## src/rtl/alu_pkg.sv

```systemverilog
// Shared types for the serial ALU: control bundle and FSM state encoding.
package alu_pkg;

    typedef struct packed {
        logic ci;
        logic nb;
        logic ic;
        logic na;
        logic xo;
        logic no;
    } alu_ctrl_t;

    typedef enum logic [1:0] {
        IDLE,
        RUN,
        DONE
    } alu_state_t;

endpackage

```

## src/rtl/alu_serial_if.sv

```systemverilog
// Operand/result handshake bundle for alu_serial. ALU_OVF_EN adds the vf flag.
interface alu_serial_if #(
    parameter int WIDTH = 16
);
    logic             in_valid;
    logic             in_ready;
    logic [WIDTH-1:0] a;
    logic [WIDTH-1:0] b;
    logic             ci;
    logic             nb;
    logic             ic;
    logic             na;
    logic             xo;
    logic             no;
    logic             out_valid;
    logic             out_ready;
    logic [WIDTH-1:0] out;
    logic             co;
    logic             zf;
    logic             nf;
`ifdef ALU_OVF_EN
    logic             vf;
`endif

    modport master (
        output in_valid, a, b, ci, nb, ic, na, xo, no, out_ready,
        input  in_ready, out_valid, out, co, zf, nf
`ifdef ALU_OVF_EN
        , input vf
`endif
    );

    modport slave (
        input  in_valid, a, b, ci, nb, ic, na, xo, no, out_ready,
        output in_ready, out_valid, out, co, zf, nf
`ifdef ALU_OVF_EN
        , output vf
`endif
    );
endinterface

```

## src/rtl/alu_slice.sv

```systemverilog
// Combinational CHUNK-bit ALU slice with ripple carry; ALU_OVF_EN exposes the
// carry into the slice's top bit for overflow detection.
module alu_slice
    import alu_pkg::*;
#(
    parameter int CHUNK = 4
) (
    input  logic [CHUNK-1:0] a,
    input  logic [CHUNK-1:0] b,
    input  logic             carry_in,
    input  alu_ctrl_t        ctrl,
    output logic [CHUNK-1:0] res,
    output logic             carry_out
`ifdef ALU_OVF_EN
    , output logic           carry_top
`endif
);

    always_comb begin
        logic c, x, y, k;
        c   = carry_in;
        x   = 1'b0;
        y   = 1'b0;
        k   = 1'b0;
        res = '0;
`ifdef ALU_OVF_EN
        carry_top = 1'b0;
`endif
        for (int unsigned i = 0; i < CHUNK; i++) begin
            x      = a[i] ^ ctrl.na;
            y      = b[i] ^ ctrl.nb;
            // ic masks every carry, including the one entering from the previous slice
            k      = c & ~ctrl.ic;
            res[i] = ((x ^ y ^ k) | (x & y & ctrl.xo)) ^ ctrl.no;
`ifdef ALU_OVF_EN
            if (i == CHUNK - 1) carry_top = c;
`endif
            c      = (x & y) | ((x ^ y) & k);
        end
        carry_out = c;
    end

endmodule

```

## src/rtl/alu_serial.sv

```systemverilog
// Multi-cycle ALU: WIDTH-bit operands processed CHUNK bits per clock with a
// registered carry between slices. ALU_OVF_EN enables the signed-overflow flag.
module alu_serial
    import alu_pkg::*;
#(
    parameter int WIDTH = 16,
    parameter int CHUNK = 4
) (
    input  logic          clk,
    input  logic          rst,
    alu_serial_if.slave   bus
);

    localparam int N    = WIDTH / CHUNK;
    localparam int IDXW = (N > 1) ? $clog2(N) : 1;
    localparam logic [IDXW-1:0] IDX_LAST = IDXW'(N - 1);

    generate
        if (WIDTH % CHUNK != 0) begin : g_bad_chunk
            $error("alu_serial: WIDTH must be a multiple of CHUNK");
        end
    endgenerate

    alu_state_t       r_state;
    logic [WIDTH-1:0] r_a, r_b, r_out;
    alu_ctrl_t        r_ctrl;
    logic             r_carry;
    logic [IDXW-1:0]  r_idx;
    logic             r_out_valid, r_co, r_zf, r_nf;

    alu_ctrl_t        w_ctrl_in;
    logic             w_accept;
    logic [31:0]      w_base;
    logic [CHUNK-1:0] w_res;
    logic             w_cout;
    logic [WIDTH-1:0] w_next_out;

    assign w_ctrl_in = '{ci: bus.ci, nb: bus.nb, ic: bus.ic,
                         na: bus.na, xo: bus.xo, no: bus.no};
    assign bus.in_ready = (r_state == IDLE) | ((r_state == DONE) & bus.out_ready);
    assign w_accept     = bus.in_valid & bus.in_ready;
    assign w_base       = 32'(r_idx) * CHUNK;

`ifdef ALU_OVF_EN
    logic w_ctop;
    logic r_vf;
    assign bus.vf = r_vf;
`endif

    alu_slice #(.CHUNK(CHUNK)) u_slice (
        .a         (r_a[w_base +: CHUNK]),
        .b         (r_b[w_base +: CHUNK]),
        .carry_in  (r_carry),
        .ctrl      (r_ctrl),
        .res       (w_res),
        .carry_out (w_cout)
`ifdef ALU_OVF_EN
        , .carry_top (w_ctop)
`endif
    );

    always_comb begin
        w_next_out = r_out;
        w_next_out[w_base +: CHUNK] = w_res;
    end

    always_ff @(posedge clk or posedge rst) begin
        if (rst) begin
            r_state     <= IDLE;
            r_a         <= '0;
            r_b         <= '0;
            r_ctrl      <= '0;
            r_carry     <= 1'b0;
            r_idx       <= '0;
            r_out       <= '0;
            r_out_valid <= 1'b0;
            r_co        <= 1'b0;
            r_zf        <= 1'b0;
            r_nf        <= 1'b0;
`ifdef ALU_OVF_EN
            r_vf        <= 1'b0;
`endif
        end else begin
            // Accept is shared by IDLE and the DONE->RUN back-to-back path
            if (w_accept) begin
                r_a         <= bus.a;
                r_b         <= bus.b;
                r_ctrl      <= w_ctrl_in;
                r_carry     <= bus.ci;
                r_idx       <= '0;
                r_out_valid <= 1'b0;
                r_state     <= RUN;
            end else begin
                case (r_state)
                    RUN: begin
                        r_out   <= w_next_out;
                        r_carry <= w_cout;
                        r_idx   <= r_idx + 1'b1;
                        if (r_idx == IDX_LAST) begin
                            r_co        <= w_cout;
                            r_zf        <= (w_next_out == '0);
                            r_nf        <= w_next_out[WIDTH-1];
`ifdef ALU_OVF_EN
                            r_vf        <= w_ctop ^ w_cout;
`endif
                            r_out_valid <= 1'b1;
                            r_state     <= DONE;
                        end
                    end
                    DONE: begin
                        if (bus.out_ready) begin
                            r_out_valid <= 1'b0;
                            r_state     <= IDLE;
                        end
                    end
                    IDLE:    r_state <= IDLE;
                    default: r_state <= IDLE;
                endcase
            end
        end
    end

    assign bus.out_valid = r_out_valid;
    assign bus.out       = r_out;
    assign bus.co        = r_co;
    assign bus.zf        = r_zf;
    assign bus.nf        = r_nf;

endmodule

```

## src/flat_wrapper.sv

```systemverilog
// flat-port wrapper written by rule: the top's interface ports become plain ports
module alu_serial_flat import alu_pkg::*;
#(
    parameter int WIDTH = 16,
    parameter int CHUNK = 4
)
  (clk, rst, bus_in_valid, bus_a, bus_b, bus_ci, bus_nb, bus_ic, bus_na, bus_xo, bus_no, bus_out_ready, bus_in_ready, bus_out_valid, bus_out, bus_co, bus_zf, bus_nf);
  alu_serial_if #(.WIDTH(WIDTH)) bus_i ();
  input  logic clk;
  input  logic rst;
  input wire logic [$bits(bus_i.in_valid)-1:0] bus_in_valid;
  input wire logic [$bits(bus_i.a)-1:0] bus_a;
  input wire logic [$bits(bus_i.b)-1:0] bus_b;
  input wire logic [$bits(bus_i.ci)-1:0] bus_ci;
  input wire logic [$bits(bus_i.nb)-1:0] bus_nb;
  input wire logic [$bits(bus_i.ic)-1:0] bus_ic;
  input wire logic [$bits(bus_i.na)-1:0] bus_na;
  input wire logic [$bits(bus_i.xo)-1:0] bus_xo;
  input wire logic [$bits(bus_i.no)-1:0] bus_no;
  input wire logic [$bits(bus_i.out_ready)-1:0] bus_out_ready;
  output wire logic [$bits(bus_i.in_ready)-1:0] bus_in_ready;
  output wire logic [$bits(bus_i.out_valid)-1:0] bus_out_valid;
  output wire logic [$bits(bus_i.out)-1:0] bus_out;
  output wire logic [$bits(bus_i.co)-1:0] bus_co;
  output wire logic [$bits(bus_i.zf)-1:0] bus_zf;
  output wire logic [$bits(bus_i.nf)-1:0] bus_nf;
  assign bus_i.in_valid = bus_in_valid;
  assign bus_i.a = bus_a;
  assign bus_i.b = bus_b;
  assign bus_i.ci = bus_ci;
  assign bus_i.nb = bus_nb;
  assign bus_i.ic = bus_ic;
  assign bus_i.na = bus_na;
  assign bus_i.xo = bus_xo;
  assign bus_i.no = bus_no;
  assign bus_i.out_ready = bus_out_ready;
  assign bus_in_ready = bus_i.in_ready;
  assign bus_out_valid = bus_i.out_valid;
  assign bus_out = bus_i.out;
  assign bus_co = bus_i.co;
  assign bus_zf = bus_i.zf;
  assign bus_nf = bus_i.nf;
  alu_serial #(.WIDTH(WIDTH), .CHUNK(CHUNK)) u_core (.clk(clk), .rst(rst), .bus(bus_i));
endmodule
```

## config.mk

```make
export PLATFORM = sky130hd
export DESIGN_NAME = alu_serial_flat
export DESIGN_NICKNAME = d
export VERILOG_FILES = /design/src/rtl/alu_pkg.sv /design/src/rtl/alu_serial_if.sv /design/src/rtl/alu_slice.sv /design/src/rtl/alu_serial.sv /design/src/flat_wrapper.sv
export SDC_FILE = /design/constraint.sdc
export NUM_CORES = 1
export LEC_CHECK = 0
export CAP_MARGIN = 20
export CORE_AREA = 3 3 83 85
export DETAILED_ROUTE_END_ITERATION = 16
export DIE_AREA = 0 0 86 88
export GPL_TIMING_DRIVEN = 0
export PLACE_DENSITY = 0.78
export REMOVE_ABC_BUFFERS = 1
export SLEW_MARGIN = 20
export SYNTH_ARGS = -nofsm -noshare
export SYNTH_HDL_FRONTEND = slang
export SYNTH_HIERARCHICAL = 1
export SYNTH_SLANG_ARGS = --single-unit
```

## constraint.sdc

```tcl
create_clock -name clk -period 5.85 [get_ports clk]
set_clock_uncertainty 0.2 [all_clocks]
set_input_delay 1.17 -clock clk [delete_from_list [all_inputs] [get_ports clk]]
set_output_delay 1.17 -clock clk [all_outputs]
set_load 0.02 [all_outputs]
```

# Word-level counts from Yosys, hierarchy flattened

Index checks and enable logic that the tools add are counted.

Flip-flop bits (word level): 62
Bits of input ports: 42
Output and inout port bits: 21

Add/sub/neg operators: 2
Eq/ne operators: 5
Shift-type cells: 4
Mux-type cells: 13
Bitwise gates (word level): 49
Reduce and logical (&&, ||, !) cells: 8

Operators by type and width:

| operator                | count |
|---|---|
| $neg 4->34              | 1 |
| $shift 4x34->16 const A | 1 |
| $shiftx 4x34->16        | 1 |
| $shiftx 16x5->4         | 2 |
| $xor 1x1->1             | 20 |
| $and 1x1->1             | 18 |
| $bwmux 16               | 1 |
| $logic_not 16->1        | 1 |
| $mux 2                  | 5 |
| $or 1x1->1              | 9 |
| $reduce_and 3->1        | 2 |
| $mux 1                  | 5 |
| $eq 2x2->1 const B      | 2 |
| $pmux 2 s2              | 1 |
| $reduce_and 2->1        | 2 |
| $ne 3x1->1 const B      | 1 |
| $ne 3x2->1 const B      | 1 |
| $reduce_bool 3->1       | 1 |
| $add 2x1->2 const B     | 1 |
| $eq 2x1->1 const B      | 1 |
| $logic_not 2->1         | 1 |
| $not 1->1               | 2 |
| $pmux 1 s2              | 1 |
| $reduce_bool 2->1       | 1 |

# Logic depth before layout (Yosys ltp)

Depth in word-level cells: 18
Gate-level depth with buffers: 17
Mapped depth without buffers: 16

# Hierarchy

Netlist, hierarchy kept.

By module, submodules not included:

| module     | times used | cells an instance | area an instance (sq um) | sequential area each (sq um) |
|---|---|---|---|---|
| alu_serial | 1          | 204               | 2859.0                   | 1576.5 |
| alu_slice  | 1          | 35                | 312.8                    | 0.0 |

# Worst setup path after synthesis

Ideal clock, no wire load.

Path type: flip-flop to flip-flop
Start point: register u_core.r_idx[0]
End point: register u_core.r_zf (netlist: u_core/bus.zf)
Arrival: 4.699 ns
Setup slack: 0.829 ns
Stages on the path, launching flop included: 18
Period minus slack after synthesis: 5.021 ns
Path through: dfrtp_1 > buf_2 > mux4_2 > xor2_1 > inv_1 > fa_1 > or2_2 > fa_1 > or2_2 > fa_1 > nor2_1 > fa_1 > a21oi_1 > xnor2_1 > o21bai_1 > a211oi_1 > a31oi_1 > a32o_1

Cells in the longest elaborated chain, start to end: 18
Elaborated cells on any way between the ends: 50
Classes of those cells: add/sub: 1; eq/ne: 1; shift: 4; mux: 1; bitwise: 41; reduce/logical: 2

RTL lines:

| element                            | line                               | RTL |
|---|---|---|
| start: declaration                 | alu_serial.sv:28                   | `logic [IDXW-1:0] r_idx;` |
| start signal: assignment           | alu_serial.sv:98                   | `r_idx <= r_idx + 1'b1;` |
| $shiftx 16x5->4 (on tied branches) | alu_serial.sv:51, alu_serial.sv:52 |  |
| $xor 1x1->1 (on tied branches)     | alu_slice.sv:30, alu_slice.sv:31   |  |
| $xor 1x1->1                        | alu_slice.sv:38                    | `c = (x & y) \| ((x ^ y) & k);` |
| $and 1x1->1                        | alu_slice.sv:38                    |  |
| $or 1x1->1                         | alu_slice.sv:38                    |  |
| $and 1x1->1                        | alu_slice.sv:33                    | `k = c & ~ctrl.ic;` |
| $and 1x1->1                        | alu_slice.sv:38                    |  |
| $or 1x1->1                         | alu_slice.sv:38                    |  |
| [... 3 more ...]                   | n/a                                |  |
| $and 1x1->1                        | alu_slice.sv:33                    |  |
| $xor 1x1->1                        | alu_slice.sv:34                    | `res[i] = ((x ^ y ^ k) \| (x & y & ctrl.xo)) ^ ctrl.no;` |
| $or 1x1->1 *                       | alu_slice.sv:34                    |  |
| $xor 1x1->1 *                      | alu_slice.sv:34                    |  |
| via u_core.w_res[3]                | alu_serial.sv:34                   | `logic [CHUNK-1:0] w_res;` |
| $shiftx 4x34->16 *                 | alu_serial.sv:64                   | `w_next_out[w_base +: CHUNK] = w_res;` |
| $bwmux 16 *                        | alu_serial.sv:64                   |  |
| $logic_not 16->1 *                 | alu_serial.sv:101                  | `r_zf <= (w_next_out == '0);` |
| end signal: assignment             | alu_serial.sv:101                  |  |
| end: declaration                   | alu_serial.sv:29                   | `logic r_out_valid, r_co, r_zf, r_nf;` |

Mark *: on every way through the listed nets, which the timed path passes. The rest lies on a longest branch.
A chain may end at the register's enable or synchronous reset.

# Worst setup path after layout

Ends and elaborated chain as after synthesis.

==> metrics.md <==
| Metric | Value |
|---|---|
| Status | `completed` |
| GRT Util Overall | `0.182` |
| WL/cell | `16.2 um` |
| Via/cell ratio | `5.53` |
| TritonCTS clock tree | `done` |
| Final Cycle Share | `0.917` |
| Core Area | `6280 um^2` |
| Cell mode on critical path | `fa_1` |
| Internal power | `1.60 mW` |
| Max cap viols | `0` |
| Synthesized area | `3140 um^2` |
| Number of top-level pins | `63` |
| Syn Inst Count | `237` |
| Critical Path RT | `5860 ps` |
| NumNets Final | `359` |
| CP max-delay cell | `dfrtp_2` |
| Vias in the first global route | `2231` |
| Die span in y | `88 um` |
| Port Buffers | `62` |
| WP data arrival | `5380 ps` |
| Layout cell share with drive strength beyond 1 | `0.234` |
| Worst hold path class | `reg -> reg` |
| Slew @ Worst Pin | `647 ps` |
| Hold path depth | `2` |
| Via Count | `2128` |
| Synth warn | `6` |
| Worst path depth | `16` |
| Final GP Congestion | `0.896` |
| Power per cell area | `678 nW/um^2` |
| Crit path buffers/inverters | `1` |
| Post-layout util | `0.650` |
| Number of diodes | `0` |
| CP Max Fanout | `17` |
| Initial antenna violation count | `0` |
| Critical path cell sequence | `mux4_2 -> xor2_1 -> inv_1 -> fa_1 -> or2_2 -> fa_1 -> or2_2 -> fa_1 -> nor2_1 -> fa_1 -> a21oi_1 -> xnor2_1 -> o21bai_1 -> a211oi_1 -> a31oi_1 -> a32o_1` |
| Worst-skew pair later-pin latency | `320 ps` |
| WL final | `6.24 mm` |
| Worst slew margin | `0.568` |
| Fin cells | `385` |
| Count of final setup violators | `0` |
| CP Capture Type | `register` |
| Largest net degree at the start of global routing | `46` |
| Std cell rows | `29` |
| Die area | `7570 um^2` |
| Total Power | `2.77 mW` |
| Top achievable clock speed | `0.187 GHz` |
| Setup crit start kind | `register` |
| Synthesized area per cell | `13.2 um^2` |
| Peak VDD IR | `0.432 mV` |
| Clock share of power | `0.147` |
| FF-to-FF path depth | `16` |
| Period minus WS final | `5360 ps` |
| Area Growth Syn to Fin | `30.0%` |
| Final setup TNS | `0 ps` |
| Final Hold Fails | `0` |
| Starting Density | `0.500` |
| H-Tree Level Count | `3` |
| Clock slew at the register clock pins of the worst setup and hold paths | `70 ps` |
| Hold Buf Count CTS | `0` |
| Critical path class | `reg -> reg` |
| Total iterations of the first detailed-routing run | `4` |
| Global-route wire length before repair | `10.7 mm` |
| HPWL after DPL | `4.71 mm` |
| Hold Worst Slack | `294 ps` |
| Drt initial violations | `69` |
| Crit-path max cell delay | `690 ps` |
| Root buf cell | `clkbuf_8` |
| RSZ-0062 raised after global routing | `no` |
| Switching pwr | `1.17 mW` |
| Flop pwr share | `0.287` |
| Post-DRT Antenna Nets | `0` |
| Num CTS Buffers | `9` |
| Die width | `86 um` |
| CTS max path bufs | `2` |
| Global route overflow | `0` |
| Logic pwr share | `0.566` |
| Pins Over Slew Limit | `0` |
| Clock sinks | `62` |
| P_leak | `1.70 nW` |
| CP top delay family | `adder cells` |
| Placed instance count | `369` |
| DRC Markers | `0` |
| Net Sw Frac | `0.421` |
power groups by stage:
stage          clock network [mW]  registers [mW]  logic [mW]
2_1_floorplan                   0           0.798        1.10
3_3_place_gp                    0           0.791        1.52
3_5_place_dp                    0           0.805        1.58
4_1_cts                     0.417           0.796        1.59
5_1_grt                     0.440           0.828        1.71
6_report                    0.406           0.795        1.57
cell usage in the layout (no fill, tap or decap), types with 2 or more instances in the layout:
| master | instances |
|---|---|
| nand2b_1 | 4 |
| a22o_1 | 13 |
| nand3b_1 | 2 |
| buf_8 | 2 |
| inv_1 | 11 |
| bufinv_16 | 2 |
| nor4_2 | 2 |
| nor4_1 | 2 |
| ha_1 | 10 |
| mux2i_1 | 2 |
| or3_1 | 2 |
| o21bai_1 | 2 |
| nor3_1 | 3 |
| xor2_1 | 8 |
| mux4_2 | 8 |
| clkbuf_1 | 2 |
| clkdlybuf4s50_1 | 62 |
| xnor2_1 | 4 |
| clkbuf_8 | 10 |
| fa_1 | 4 |
| clkinv_2 | 2 |
| o21ai_0 | 7 |
| dfrtp_1 | 61 |
| mux2_2 | 37 |
| nand2_1 | 11 |
| nor2_1 | 5 |
| a21boi_0 | 3 |
| or2_2 | 2 |
| o22ai_1 | 2 |
| nor2b_1 | 3 |
| a32o_1 | 2 |
final timing paths:
check	end	startpoint	slack (ps)
max in group asynchronous	u_core/r_b[2]$_DFFE_PP0P_	rst	4030
hold reg to reg	u_core/bus.nf$_DFFE_PP0P_	u_core/bus.nf$_DFFE_PP0P_	290
min in group asynchronous	u_core/bus.out_valid$_DFFE_PP0P_	rst	930
setup / recovery	u_core/bus.zf$_DFFE_PP0P_	u_core/r_idx[0]$_DFFE_PP0P_	490
hold / removal	u_core/bus.nf$_DFFE_PP0P_	u_core/bus.nf$_DFFE_PP0P_	290
setup reg to reg	u_core/bus.zf$_DFFE_PP0P_	u_core/r_idx[0]$_DFFE_PP0P_	490
state kept, by name (all words and copies together), names as in the netlist:
register / cells
u_core/bus.co: 1
u_core/bus.nf: 1
u_core/bus.out: 16
u_core/bus.out_valid: 1
u_core/bus.zf: 1
u_core/r_a: 16
u_core/r_b: 16
u_core/r_carry: 1
u_core/r_ctrl: 5
u_core/r_idx: 2
u_core/r_state: 2
through the flow:
step,area [um^2],setup WS [ps]
final,4080,488
after global routing,4080,245
after CTS,4080,157
after detailed placement,3860,185
after global placement,3790,260
after floorplan,3080,796
tightest hold or removal path, stage by stage (launching register included):
cell and delay, ps:
dfrtp_1 350, nand2_1 50, o21ai_0 60
metal layers:
metal | vias up | global-route usage | wire, um
met5 | - | 0 | 0
met4 | 0 | 0.0705 | 53
met3 | 6 | 0.0386 | 319
met2 | 57 | 0.303 | 3170
met1 | 1069 | 0.234 | 2700
li1 | 996 | - | -
layout make-up:
type                            instances  area (um^2)
Clock inverter                          4         70.1
Sequential cell                        62         1550
Timing Repair Buffer                   65          678
Inverter                               12         47.5
Multi-Input combinational cell        153         1490
Tap cell                               77         96.3
Clock buffer                           12          145
Fill cell                             502         2200
timing repair:
item                       CTS  global route
setup endpoints to repair    0             3
setup buffers                0             0
gates resized for setup      0             1
Note: power is estimated with default switching activity, not from simulation.
